`src/rtl/msx_mouse_reader.sv`:
```
// MSX mouse nibble reader: strobes the port four times per frame and publishes dx/dy/buttons.
// Define MSX_MOUSE_READER_SYNC_EN to pass data through a 2-flop synchronizer before capture.
module msx_mouse_reader #(
  parameter int unsigned SETTLE = 1024,
  parameter int unsigned GAP    = 65536
) (
  input  logic       clk,
  input  logic       reset_n,
  input  logic       enable,
  input  logic [5:0] data,
  output logic       strobe,
  output logic [7:0] dx,
  output logic [7:0] dy,
  output logic [1:0] buttons,
  output logic       valid,
  output logic       busy
);

  typedef enum logic [2:0] {
    S_IDLE,
    S_STEP,
    S_WAIT,
    S_CAPTURE,
    S_DONE,
    S_GAP
  } state_t;

  state_t      r_state;
  state_t      w_next;
  logic [1:0]  r_idx;
  logic [15:0] r_settle;
  logic [19:0] r_gap;
  logic [11:0] r_nib;
  logic        r_strobe;
  logic [7:0]  r_dx;
  logic [7:0]  r_dy;
  logic [1:0]  r_btn;
  logic        r_valid;
  logic [5:0]  w_data;

`ifdef MSX_MOUSE_READER_SYNC_EN
  logic [5:0] r_sync1;
  logic [5:0] r_sync2;

  always_ff @(posedge clk or negedge reset_n) begin
    if (!reset_n) begin
      r_sync1 <= '0;
      r_sync2 <= '0;
    end else begin
      r_sync1 <= data;
      r_sync2 <= r_sync1;
    end
  end

  assign w_data = r_sync2;
`else
  assign w_data = data;
`endif

  always_ff @(posedge clk or negedge reset_n) begin
    if (!reset_n) r_state <= S_IDLE;
    else          r_state <= w_next;
  end

  always_comb begin
    w_next = r_state;
    case (r_state)
      S_IDLE:    if (enable) w_next = S_STEP;
      S_STEP:    w_next = S_WAIT;
      S_WAIT:    if (r_settle == 16'd1) w_next = S_CAPTURE;
      S_CAPTURE: w_next = (r_idx == 2'd3) ? S_DONE : S_STEP;
      S_DONE:    w_next = S_GAP;
      S_GAP:     if (r_gap == 20'd1) w_next = S_IDLE;
      default:   w_next = S_IDLE;
    endcase
  end

  always_ff @(posedge clk or negedge reset_n) begin
    if (!reset_n) begin
      r_idx    <= '0;
      r_settle <= '0;
      r_gap    <= '0;
      r_nib    <= '0;
      r_strobe <= 1'b0;
      r_dx     <= '0;
      r_dy     <= '0;
      r_btn    <= '0;
      r_valid  <= 1'b0;
    end else begin
      r_valid <= 1'b0;
      case (r_state)
        S_IDLE: begin
          if (enable) r_idx <= '0;
        end
        S_STEP: begin
          r_strobe <= ~r_strobe;
          r_settle <= 16'(SETTLE);
        end
        S_WAIT: begin
          r_settle <= r_settle - 16'd1;
        end
        S_CAPTURE: begin
          // Last nibble goes straight to the outputs so a partial frame never publishes.
          case (r_idx)
            2'd0: r_nib[11:8] <= w_data[3:0];
            2'd1: r_nib[7:4]  <= w_data[3:0];
            2'd2: r_nib[3:0]  <= w_data[3:0];
            default: begin
              r_dx    <= r_nib[11:4];
              r_dy    <= {r_nib[3:0], w_data[3:0]};
              r_btn   <= ~w_data[5:4];
              r_valid <= 1'b1;
            end
          endcase
          if (r_idx != 2'd3) r_idx <= r_idx + 2'd1;
        end
        S_DONE: begin
          r_gap <= 20'(GAP);
        end
        S_GAP: begin
          r_gap <= r_gap - 20'd1;
        end
        default: ;
      endcase
    end
  end

  assign strobe  = r_strobe;
  assign dx      = r_dx;
  assign dy      = r_dy;
  assign buttons = r_btn;
  assign valid   = r_valid;
  assign busy    = (r_state != S_IDLE);

endmodule

```
`config.mk`:
```
export PLATFORM = sky130hd
export DESIGN_NAME = msx_mouse_reader
export DESIGN_NICKNAME = d
export VERILOG_FILES = /design/src/rtl/msx_mouse_reader.sv
export SDC_FILE = /design/constraint.sdc
export NUM_CORES = 1
export LEC_CHECK = 0
export CAP_MARGIN = 25
export CORE_AREA = 3 3 96 98
export CTS_BUF_LIST = sky130_fd_sc_hd__clkbuf_4 sky130_fd_sc_hd__clkbuf_8
export CTS_CLUSTER_DIAMETER = 60
export CTS_CLUSTER_SIZE = 16
export DETAILED_ROUTE_END_ITERATION = 10
export DIE_AREA = 0 0 99 101
export GPL_ROUTABILITY_DRIVEN = 1
export GPL_TIMING_DRIVEN = 0
export SLEW_MARGIN = 10
export SYNTH_ARGS = -nofsm -noshare
export SYNTH_HDL_FRONTEND = slang
export SYNTH_SLANG_ARGS = --single-unit
```
`constraint.sdc`:
```
create_clock -name clk -period 5.5 [get_ports clk]
set_input_delay 1.1 -clock clk [delete_from_list [all_inputs] [get_ports clk]]
set_output_delay 1.1 -clock clk [all_outputs]
set_load 0.03 [all_outputs]
```
==> qor.csv <==
stage;metric;value;unit
clock_tree;Num CTS Buffers;9;
detailed_routing;WL final;6.39;mm
clock_tree;CTS tree;built;
worst_setup_path;CP cell instances;clkbuf_1, or3_1, clkdlybuf4s50_1;
detailed_routing;DRT iter0 DRCs;56;
grt;GR Overflow Total;0;
timing;Min Hold Slack;0.476;ns
worst_setup_path;Slowest Stage Delay on Critical Path;0.63;ns
detailed_routing;Vias/cell;5.40;
clock_tree;clk buf depth;2;
die;Row Count;34;
clock_tree;clk root buf;clkbuf_8;
power;PD cells;250;mW/mm2
timing;Worst Setup Slack, final;2.35;ns
synth;Syn. warnings;0;
die;Die H;101;um
synth;mapped cell area;0.00338;mm2
synth;Syn Area/Cell;11.7;um2
min_path;min-delay worst type;flip-flop to flip-flop;
die;initial core utilization;0.395;
grt;largest net degree at the start of global routing;65;
synth;Post-synth EDFFs;0;
grt;Tot GR Track Use;0.142;
synth;asr flop ratio synth;1.00;
worst_setup_path;slowest CP cell;clkdlybuf4s50_1;
grt;vias in the first global route;2335;
place;Area after DPL;0.00383;mm2
cells_and_area;Design Area, Final;0.00404;mm2
cells_and_area;# diodes;0;
synth;Top FF cell, synth;dfrtp_1;
clock_tree;clock slew at reported path FFs;0.08;ns
detailed_routing;DR DRC count;0;
die;Die W;99;um
die;I/O pin count;30;
power;total power;0.00101;W
die;CORE AREA;0.00855;mm2
detailed_routing;Antenna Violating Nets Remaining;0;
worst_setup_path;crit start category;flip-flop;
synth;FF+latch count, synth;73;
clock_tree;clk_lat worst skew;0.35;ns
job;Max Cap Viol;0;
timing;clk_skew;0.00966;ns
die;die area;0.0100;mm2
detailed_routing;via count;2389;
timing;Slew @ Worst Pin;0.610;ns
worst_setup_path;Worst Path Arrival;2.05;ns
synth;Distinct cells, synth;52;
timing;Max Clk Rate;317;MHz
clock_tree;hold_buf cts;0;
synth;Seq/Total Area, Yosys;0.540;
cells_and_area;final-layout fill cell count;798;
synth;Mapped Cells;288;
power;Worst IR Drop VDD;0.112;mV
place;DP Wirelength;4.41;mm
detailed_routing;drt pass-1 iters;4;
worst_setup_path;Critical Path Fanout Max;10;
worst_setup_path;Critical Path RT;4.40;ns
timing;Final Hold Fails;0;
clock_tree;Post-CTS Setup Bufs;0;
worst_setup_path;Setup crit end kind;output pin;
clock_tree;post-CTS sizing;0;
place;routability cong.;0.784;
worst_setup_path;Setup CP Type;flip-flop to output pin;
cells_and_area;fin nets;346;
power;Lkg Pwr;1.81;nW
clock_tree;H-Tree Depth;3;
worst_setup_path;R2R depth;7;
grt;global-route wire length before repair;11.3;mm
timing;RSZ-0062 raised after global routing;no;
timing;setup tns final;0;ns
timing;Final setup violation count;0;
timing;min cycle time layout;3.15;ns
run_status;outcome;finished, final reports clean;
timing;Slew Viols, Final;0;
timing;Slew HR;0.589;
place;Place WS;2.73;ns
min_path;hold path cells;1;
timing;final critical-path share of the clock period;0.573;
cells_and_area;layout cells sized above 1;0.114;
place;I/O Buffers;29;
synth;Syn Nets;305;
cells_and_area;synthesis-to-layout area growth;19.5;%
detailed_routing;WL/cell;14.5;um
clock_tree;CTS Sinks;73;
grt;antenna violations before repair;0;
[metal layers]
layer  part of all wire  track usage  vias to the layer above
li1                   -            -                     1162
met1               0.51        0.197                     1188
met2               0.44        0.213                       30
met3              0.029       0.0291                        9
met4              0.017       0.0662                        0
met5                  0            0                        -
[worst paths after layout]
check / end / from / slack [ns]
hold reg to reg: r_settle[9]$_DFFE_PN0P_ / r_settle[9]$_DFFE_PN0P_ / 0.48
hold / removal: r_settle[9]$_DFFE_PN0P_ / r_settle[9]$_DFFE_PN0P_ / 0.48
setup / recovery: busy / r_state[1]$_DFFE_PN0P_ / 2.35
min in group asynchronous: r_gap[11]$_DFFE_PN0P_ / reset_n / 0.58
setup reg to reg: r_gap[19]$_DFFE_PN0P_ / r_state[2]$_DFFE_PN0P_ / 3.57
max in group asynchronous: strobe$_DFFE_PN0P_ / reset_n / 4.38
[registers in the layout, summed over array words and instances, names as in the netlist]
signal and cells:
buttons 2, dx 8, r_nib 12, r_state 3, r_gap 20, valid 1, r_idx 2, strobe 1
r_settle 16, dy 8
[final cells by class]
type,instances,area [um2],area share
multi-input combinational,194,1470,0.363
tap,108,135,0.0335
timing repair buffer,30,315,0.0781
clock inverter,5,62.6,0.0155
buffer,12,53.8,0.0133
clock buffer,11,145,0.0359
inverter,9,33.8,0.00836
sequential,73,1830,0.452
[cell families (layout without fill, tap and decap cells)]
kind of cell	count (synthesis)	after routing	share of synthesized area
xor gates and xnor gates	3	3	0.00777
AOI/OAI and AO/OA	52	52	0.112
buffers and inverters	21	67	0.0259
and+or+nand+nor	93	93	0.161
muxes	38	38	0.124
DFF	73	73	0.540
adders and majority gates	8	8	0.0296
[synthesized netlist by cell type (8+ instances only)]
cell type,count,share of area
dfrtp_1,73,0.54
mux2i_1,8,0.024
mux2_1,25,0.083
o31ai_1,8,0.018
nand3_1,10,0.015
ha_1,8,0.030
o211ai_1,9,0.020
o21ai_0,9,0.013
nand2_1,31,0.034
nor3_1,8,0.012
nor4_1,9,0.017
[placed cells by master, fill, tap and decap left out, types with 8 or more instances in the layout]
| cell type | n |
|---|---|
| dfrtp_1 | 73 |
| nor3_1 | 8 |
| o211ai_1 | 9 |
| o21ai_0 | 9 |
| nor4_1 | 9 |
| o31ai_1 | 8 |
| nand2_1 | 31 |
| mux2_1 | 25 |
| clkdlybuf4s50_1 | 28 |
| mux2i_1 | 8 |
| ha_1 | 8 |
| clkbuf_8 | 10 |
| nand3_1 | 10 |
[critical path, delay by kind of cell (launching register included)]
family,cells,cell delay [ns]
buffers and inverters,2,0.83
flip-flops,1,0.39
AND/OR/NAND/NOR,1,0.50
[power by group]
group / internal [W] / switching (W)
registers: 0.000542 / 0.00000268
clock network: 0.000230 / 0.000206
logic: 0.0000128 / 0.0000176
total: 0.000785 / 0.000226
[metrics by stage]
stage,util,std cells
after global routing,0.472,442
final,0.472,442
after global placement,0.445,425
after detailed placement,0.448,426
after CTS,0.472,442
after floorplan,-,288
No activity file was read; power rests on OpenSTA's default activity.
